File: src/rtl/count_day_month.sv
// Calendar day/month stage: BCD day and month registers advanced by the daily carry,
// with manual up/down setting, February sized by leap_year, and the year-carry strobe.
`timescale 1ns / 1ps

module count_day_month #(
  parameter int unsigned DIGIT_W = 4
) (
  input  logic               clk,
  input  logic               rst_n,
  input  logic               en_day,
  input  logic               up,
  input  logic               down,
  input  logic               sel_mon,
  input  logic               leap_year,
  output logic [DIGIT_W-1:0] day_unit,
  output logic [DIGIT_W-1:0] day_ten,
  output logic [DIGIT_W-1:0] mon_unit,
  output logic [DIGIT_W-1:0] mon_ten,
  output logic               en_yr
);

  logic [DIGIT_W-1:0] r_day_unit, r_day_ten, r_mon_unit, r_mon_ten;
  logic [5:0]         w_day, w_day_d, w_last, w_new_last;
  logic [3:0]         w_mon, w_mon_d;
  logic               w_manual;

  function automatic logic [5:0] last_day(input logic [3:0] m, input logic leap);
    case (m)
      4'd4, 4'd6, 4'd9, 4'd11: return 6'd30;
      4'd2:                    return leap ? 6'd29 : 6'd28;
      default:                 return 6'd31;
    endcase
  endfunction

  function automatic logic [3:0] bcd_ten(input logic [5:0] v);
    if (v >= 6'd30)      return 4'd3;
    else if (v >= 6'd20) return 4'd2;
    else if (v >= 6'd10) return 4'd1;
    else                 return 4'd0;
  endfunction

  function automatic logic [3:0] bcd_unit(input logic [5:0] v);
    return 4'(v - 6'(bcd_ten(v)) * 6'd10);
  endfunction

  // Work in binary; the registers stay BCD.
  assign w_day    = 6'(r_day_ten * 10 + r_day_unit);
  assign w_mon    = 4'(r_mon_ten * 10 + r_mon_unit);
  assign w_last   = last_day(w_mon, leap_year);
  assign w_manual = up ^ down;

  always_comb begin
    w_day_d    = w_day;
    w_mon_d    = w_mon;
    w_new_last = w_last;
    if (en_day) begin
      if (w_day < w_last) begin
        w_day_d = w_day + 6'd1;
      end else begin
        w_day_d = 6'd1;
        w_mon_d = (w_mon == 4'd12) ? 4'd1 : w_mon + 4'd1;
      end
    end else if (w_manual) begin
      if (!sel_mon) begin
        if (up) w_day_d = (w_day >= w_last) ? 6'd1 : w_day + 6'd1;
        else    w_day_d = (w_day <= 6'd1) ? w_last : w_day - 6'd1;
      end else begin
        if (up) w_mon_d = (w_mon == 4'd12) ? 4'd1 : w_mon + 4'd1;
        else    w_mon_d = (w_mon == 4'd1) ? 4'd12 : w_mon - 4'd1;
        w_new_last = last_day(w_mon_d, leap_year);
        w_day_d    = (w_day > w_new_last) ? w_new_last : w_day;
      end
    end else if (w_day > w_last) begin
      w_day_d = w_last;
    end
  end

  always_ff @(posedge clk or negedge rst_n) begin
    if (!rst_n) begin
      r_day_unit <= DIGIT_W'(1);
      r_day_ten  <= '0;
      r_mon_unit <= DIGIT_W'(1);
      r_mon_ten  <= '0;
    end else begin
      r_day_unit <= DIGIT_W'(bcd_unit(w_day_d));
      r_day_ten  <= DIGIT_W'(bcd_ten(w_day_d));
      r_mon_unit <= DIGIT_W'(bcd_unit(6'(w_mon_d)));
      r_mon_ten  <= DIGIT_W'(bcd_ten(6'(w_mon_d)));
    end
  end

  assign day_unit = r_day_unit;
  assign day_ten  = r_day_ten;
  assign mon_unit = r_mon_unit;
  assign mon_ten  = r_mon_ten;
  // Decoded from current state so the year steps on the same edge the date wraps to 01/01.
  assign en_yr    = rst_n & en_day & (w_day == w_last) & (w_mon == 4'd12);

endmodule

File: config.mk
export PLATFORM = sky130hd
export DESIGN_NAME = count_day_month
export DESIGN_NICKNAME = d
export VERILOG_FILES = /design/src/rtl/count_day_month.sv
export SDC_FILE = /design/constraint.sdc
export NUM_CORES = 1
export LEC_CHECK = 0
export CORE_MARGIN = 4
export CORE_UTILIZATION = 48
export CTS_CLUSTER_DIAMETER = 80
export DETAILED_ROUTE_END_ITERATION = 10
export DONT_BUFFER_PORTS = 1
export SYNTH_ARGS = -nofsm -noshare
export SYNTH_HDL_FRONTEND = slang
export SYNTH_SLANG_ARGS = --single-unit
File: constraint.sdc
create_clock -name clk -period 11.4 [get_ports clk]
set_clock_uncertainty 0.05 [all_clocks]
set_input_delay 1.14 -clock clk [delete_from_list [all_inputs] [get_ports clk]]
set_output_delay 1.14 -clock clk [all_outputs]
set_load 0.005 [all_outputs]
=== Word level (Yosys, flattened, before mapping) ===
Cells that the tools add are included.

* Eq/ne operators: 13
* Reduce and logical (&&, ||, !) cells: 2
* Multiply operators: 4
* Add/sub/neg operators: 8
* Bitwise logic cells: 4
* Order comparisons: 9
* Muxes and demuxes: 29

{| class="wikitable"
|+ Operators by type and width
! kind !! count
|-
| 6-bit two-way mux || 12
|-
| 4-bit two-way mux || 10
|-
| 4-bit equality test, second input constant || 5
|-
| 4-bit by 3-bit equality test with 1-bit output, second input constant || 4
|-
| 6-bit by 5-bit greater-or-equal comparator with 1-bit output, second input constant || 2
|-
| 6-bit greater-than comparator || 2
|-
| 4-bit by 2-bit equality test with 1-bit output, second input constant || 2
|-
| 2-bit one-hot mux with 2 select lines || 2
|-
| 4-bit OR reduction || 2
|-
| 4-bit subtractor || 2
|-
| 6-bit by 1-bit adder with 6-bit output, second input constant || 1
|-
| 6-bit by 4-bit adder with 6-bit output || 1
|-
| 6-bit equality test || 1
|-
| 6-bit by 4-bit greater-or-equal comparator with 1-bit output, second input constant || 1
|-
| 6-bit greater-or-equal comparator || 1
|-
| 6-bit by 1-bit <= comparator with 1-bit output, second input constant || 1
|-
| 6-bit < comparator || 1
|-
| 6-bit by 1-bit subtractor with 6-bit output, second input constant || 1
|-
| 4-bit by 3-bit multiplier with 5-bit output, second input constant || 1
|-
| 4-bit by 1-bit adder with 4-bit output, second input constant || 1
|-
| 4-bit adder || 1
|-
| 4-bit by 1-bit equality test with 1-bit output, second input constant || 1
|-
| 4-bit greater-or-equal comparator, second input constant || 1
|-
| 4-bit by 3-bit multiplier with 3-bit output, second input constant || 1
|-
| other kinds (7) || 12
|}

* Register bits: 16
* Output and inout port bits: 17

=== Longest topological paths before layout ===
* Depth in word-level cells: 25
* Depth in mapped cells: 23
* Gate-level depth less buffers: 23

=== Least setup slack after synthesis ===
OpenSTA, ideal clock, no wires.

* Kind: input-to-reg
* From: in up
* To: reg r_day_unit[3], in the netlist day_unit[3]
* Data required time: 11.227 ns
* Path buffers: 2
* Setup time: 0.123 ns
* Arrival time: 4.823 ns
* Stages: 21
* Slack: 6.404 ns
* Cells stage by stage: clkbuf_1 -> clkbuf_1 -> nor3b_1 -> nand3_1 -> o31ai_1 -> a311oi_1 -> nor2_1 -> o31ai_1 -> ha_1 -> nor2b_1 -> o211a_1 -> o211ai_1 -> o21ai_0 -> a32o_1 -> a221oi_1 -> nand2_1 -> o221ai_1 -> ha_1 -> inv_1 -> fa_1 -> xnor2_1

* Word-level cells in the longest chain between the ends: 21
* Elaborated cells on any way between the ends: 29
* Those cells by class: 1 x add/sub; 1 x mul; 4 x order compare; 5 x eq/ne; 16 x mux; 1 x bitwise; 1 x reduce/logical

{| class="wikitable"
|+ Ends and longest elaborated chain
! item !! RTL line !! text
|-
| start, declared || 11 || <nowiki>input logic up,</nowiki>
|-
| 4-bit two-way mux || 68 || <nowiki>if (up) w_mon_d = (w_mon == 4'd12) ? 4'd1 : w_mon + 4'd1;</nowiki>
|-
| 4-bit two-way mux || 64 || <nowiki>if (!sel_mon) begin</nowiki>
|-
| 4-bit two-way mux || 63 || <nowiki>end else if (w_manual) begin</nowiki>
|-
| 4-bit two-way mux || 56 || <nowiki>if (en_day) begin</nowiki>
|-
| 4-bit by 3-bit equality test with 1-bit output / 4-bit equality test (equally long branches) || 28 || <nowiki>case (m)</nowiki>
|-
| 4-bit OR reduction || 28 ||
|-
| 2-bit one-hot mux with 2 select lines || 28 ||
|-
| 6-bit two-way mux || 64 ||
|-
| (+5 left out) || - ||
|-
| 6-bit two-way mux (*) || 63 ||
|-
| 6-bit two-way mux (*) || 56 ||
|-
| 6-bit by 4-bit greater-or-equal comparator with 1-bit output || 38 || <nowiki>else if (v >= 6'd10) return 4'd1;</nowiki>
|-
| 1-bit two-way mux || 38 ||
|-
| 2-bit two-way mux || 37 || <nowiki>else if (v >= 6'd20) return 4'd2;</nowiki>
|-
| 2-bit two-way mux || 36 || <nowiki>if (v >= 6'd30) return 4'd3;</nowiki>
|-
| 2-bit by 3-bit multiplier with 3-bit output || 43 || <nowiki>return 4'(v - 6'(bcd_ten(v)) * 6'd10);</nowiki>
|-
| 4-bit subtractor (*) || 43 ||
|-
| end signal, assigned || 85 || <nowiki>r_day_unit <= DIGIT_W'(bcd_unit(w_day_d));</nowiki>
|-
| end, declared || 22 || <nowiki>logic [DIGIT_W-1:0] r_day_unit, r_day_ten, r_mon_unit, r_mon_ten;</nowiki>
|}

Mark *: on every way between the ends. The rest lies on a longest branch, timed or not. The select of a mux whose other input is x is not followed.

=== Final worst setup path ===
* From: reg r_mon_unit[1], in the netlist mon_unit[1]
* To: reg r_day_unit[3], in the netlist day_unit[3]

* Word-level cells in the longest chain between the ends: 24
* Elaborated cells on any way between the ends: 49
* Those cells by class: 4 x add/sub; 1 x mul; 7 x order compare; 12 x eq/ne; 23 x mux; 2 x reduce/logical

{| class="wikitable"
|+ Ends and longest elaborated chain
! item !! RTL line !! text
|-
| start, declared || 22 ||
|-
| start signal, assigned || 87 || <nowiki>r_mon_unit <= DIGIT_W'(bcd_unit(6'(w_mon_d)));</nowiki>
|-
| 4-bit adder (*) || 48 || <nowiki>assign w_mon = 4'(r_mon_ten * 10 + r_mon_unit);</nowiki>
|-
| 4-bit by 1-bit subtractor with 4-bit output (tied with other cells) || 69 || <nowiki>else w_mon_d = (w_mon == 4'd1) ? 4'd12 : w_mon - 4'd1;</nowiki>
|-
| 4-bit two-way mux (on tied branches) || 69, 68 ||
|-
| 4-bit two-way mux || 68 ||
|-
| 4-bit two-way mux || 64 ||
|-
| 4-bit two-way mux || 63 ||
|-
| 4-bit two-way mux || 56 ||
|-
| 4-bit by 3-bit equality test with 1-bit output / 4-bit equality test (equally long branches) || 28 ||
|-
| (+8 left out) || - ||
|-
| 6-bit two-way mux || 63 ||
|-
| 6-bit two-way mux (*) || 56 ||
|-
| 6-bit by 4-bit greater-or-equal comparator with 1-bit output || 38 ||
|-
| 1-bit two-way mux || 38 ||
|-
| 2-bit two-way mux || 37 ||
|-
| 2-bit two-way mux || 36 ||
|-
| 2-bit by 3-bit multiplier with 3-bit output || 43 ||
|-
| 4-bit subtractor (*) || 43 ||
|}

Marked as above.

==> metrics.md <==
| Metric | Value |
|---|---|
| CP required | 11470 ps |
| Post-synthesis sequential area ratio | 13.97% |
| Total grt overflow | 0 |
| TritonCTS clock tree | built |
| Synth area leader | ha_1 |
| Clock buffer count from CTS | 3 |
| Ys flop type | dfrtp_1 |
| Final worst slack | 6125 ps |
| Vias in the first global route | 1824 |
| Mapped Cells | 264 |
| Drt first pass iters | 4 |
| Clk_lat worst skew | 230 ps |
| # Max-Cap Violations | 0 |
| Crit path cell chain | ha_1, ha_1, xnor3_1, nor2b_1, o31ai_1, a311oi_1, nor2_1, o31ai_1, ha_1, nor2b_1, o211a_1, o211ai_1, o21ai_0, a32o_1, a221oi_1, nand2_1, o221ai_1, ha_1, inv_1, fa_1, xnor2_1 |
| Largest net degree at the start of global routing | 18 |
| Hold WC Path Type | in -> async |
| Initial antenna violation count | 0 |
| Unrepaired setup endpoints after global routing | no |
| Status | finished clean |
| Final hold vios | 0 |
| Total setup buffers inserted after CTS | 0 |
| ANT nets after route | 0 |
| Wirelength per Cell | 16.91 µm |
| Most common cell in the netlist | nand2_1 |
| Synth Area in XOR/XNOR | 5.035% |
| WP buf/inv | 1 |
| Crit path top cell by count | ha_1 |
| Post-Synth Simple-Gate Area | 24.98% |
| Post-cts resize count | 0 |
| Period utilization | 46.28% |
| Crit Path Class | reg -> reg |
| F_max | 189.6 MHz |
| Compound-Gate Fraction of Synth Area | 31.28% |
| Setup Total Neg Slack | 0 ps |
| DIE HEIGHT | 72.36 µm |
| Total track usage | 21.06% |
| Die Width | 72.36 µm |
| Mux share of post-synthesis cell area | 2.266% |
| Diode count | 0 |
| Asr flop ratio synth | 100.0% |
| Vias per cell | 6.261 |
| I/O pins | 24 |
| CP arrival | 5340 ps |
| Ys Warns | 0 |
| Clock-pin slew on the worst setup and hold paths | 50 ps |
| Final Max Tran Viols | 0 |
| DRC errors left | 0 |
| Crit path max fanout | 12 |
| Core area | 4000 µm² |
| Crit path largest cell delay | 480 ps |
| Drt initial violations | 189 |
| Port bufs | 0 |
| Top cell type's share of synthesized area | 12.59% |
| Final WL | 5175 µm |
| Synth-to-layout area growth | 2.266% |
| Worst relative slew slack | 47.34% |
| Tmin final | 5275 ps |
| Final setup viols | 0 |
| Routability congestion estimate | 0.8639 |
| NumNets Final | 286 |
| Synthesized cell area | 1988 µm² |
| Via count | 1916 |
| Main combinational cell family by area after synthesis | compound AO/OA/AOI/OAI gates |
| Netlist cell types | 63 |
| Layout cells sized above 1 | 8.203% |
| CTS Hold Bufs | 0 |
| Synth top cells by count | 25 x nand2_1, 23 x nor2_1, 20 x ha_1 |
| Initial Util | 49.70% |
| Global-route wire length before repair | 8949 µm |
| Critical Path Start Type | flop |
| Maximum root-to-sink buffer count | 2 |
| DP HPWL | 4072 µm |
| Worst setup slack after placement | 6181 ps |
| Adder-Cell Fraction of Synth Area | 14.60% |
| Top post-synthesis cells by area | ha_1 13%, dfrtp_1 11%, a21oi_1 4.8%, nand2_1 4.7%, nor2_1 4.3% |
| # clock sinks | 11 |
| Die area | 5236 µm² |
| Tightest Pin Transition | 785.1 ps |
| Clk root buf | clkbuf_8 |
| Top delay family on crit path | compound AO/OA/AOI/OAI gates |
| Crit. End Element | flop |
| Slowest cell on crit path | a221oi_1 |
| Row cnt | 23 |
| Clock H-tree levels | 1 |
| #FFs+latches synth | 11 |
| Number of flops mapped to enable cells by yosys | 0 |
| Syn Area/Cell | 7.531 µm² |
[state kept, by name (all words and copies together) (netlist names)]
name and flops:
day_ten 2, day_unit 4, mon_ten 1, mon_unit 4
[metrics by stage]
| stage | instances | util [%] | cell area [µm²] | hold WS (ps) |
|---|---|---|---|---|
| after detailed placement | 302 | 49.70 | 1988 | 624.2 |
| after global routing | 306 | 50.83 | 2033 | 539.7 |
| after global placement | 302 | 49.70 | 1988 | 611.9 |
| after floorplan | 268 | - | 2003 | 657.6 |
| after CTS | 306 | 50.83 | 2033 | 545.0 |
| final | 306 | 50.83 | 2033 | 548.5 |
[kinds of logic after synthesis]
kind of cell             after synthesis
AO/OA/AOI/OAI                         85
XOR/XNOR                               9
adder cells (fa/ha/maj)               22
buffers and inverters                 35
flip-flops                            11
multiplexers                           4
other                                  1
AND/OR/NAND/NOR                       97
[per-layer routing]
layer	share of wire (%)	vias up	global-route usage, %
met1	50	890	32.06
met2	42	70	31.65
met3	7.1	4	1.801
li1	-	952	-
met4	0.70	0	5.428
met5	0	-	0
[layout by cell type (no fill, tap or decap), types with 4 or more instances in the layout]
cell / netlist / final
a21o_1: 5 / 5
dfrtp_1: 9 / 9
nor2b_1: 4 / 4
nor2_1: 23 / 23
a21oi_1: 19 / 19
nor4_1: 4 / 4
o221ai_1: 6 / 6
xnor2_1: 5 / 5
inv_1: 16 / 16
and2_1: 5 / 5
nand2_1: 25 / 25
a221oi_1: 4 / 4
o31ai_1: 5 / 5
nand2b_1: 5 / 5
a211o_1: 4 / 4
nor3_1: 7 / 7
conb_1: 1 / 5
ha_1: 20 / 20
nand4_1: 4 / 4
nand3_1: 6 / 6
a31oi_1: 4 / 4
o21ai_0: 9 / 9
[path summary, 6_finish.rpt]
| kind | startpoint | endpoint | slack (ps) | cells after the start |
|---|---|---|---|---|
| max | mon_unit[1]$_DFF_PN0_ | day_unit[3]$_DFF_PN0_ | 6120 | 21 |
| min | rst_n | mon_unit[2]$_DFF_PN0_ | 550 | 0 |
| max reg2reg | mon_unit[1]$_DFF_PN0_ | day_unit[3]$_DFF_PN0_ | 6120 | 21 |
| min reg2reg | mon_unit[0]$_DFF_PN1_ | mon_unit[0]$_DFF_PN1_ | 630 | 2 |
| max in group asynchronous | rst_n | day_unit[0]$_DFF_PN1_ | 10580 | 0 |
| min in group clk | mon_unit[0]$_DFF_PN1_ | mon_unit[0]$_DFF_PN1_ | 630 | 2 |
[layout make-up]
cell class,count,area [µm²]
Multi-Input combinational cell,222,1573
Clock buffer,4,45.04
Tap cell,50,62.56
Timing Repair Buffer,1,7.507
Fill cell,399,1967
Sequential cell,11,277.8
Inverter,18,67.56
[worst reg2reg max path, cell delays in order (launching register included)]
cell and delay (ps):
dfrtp_1 410, ha_1 220, ha_1 190, xnor3_1 360
nor2b_1 380, o31ai_1 120, a311oi_1 390, nor2_1 80
o31ai_1 280, ha_1 200, nor2b_1 40, o211a_1 190
o211ai_1 200, o21ai_0 180, a32o_1 260, a221oi_1 480
nand2_1 130, o221ai_1 260, ha_1 190, inv_1 40
fa_1 370, xnor2_1 130
Power is not shown: default switching activity piles up to over one toggle a cycle in this logic, so the estimate is an artifact.
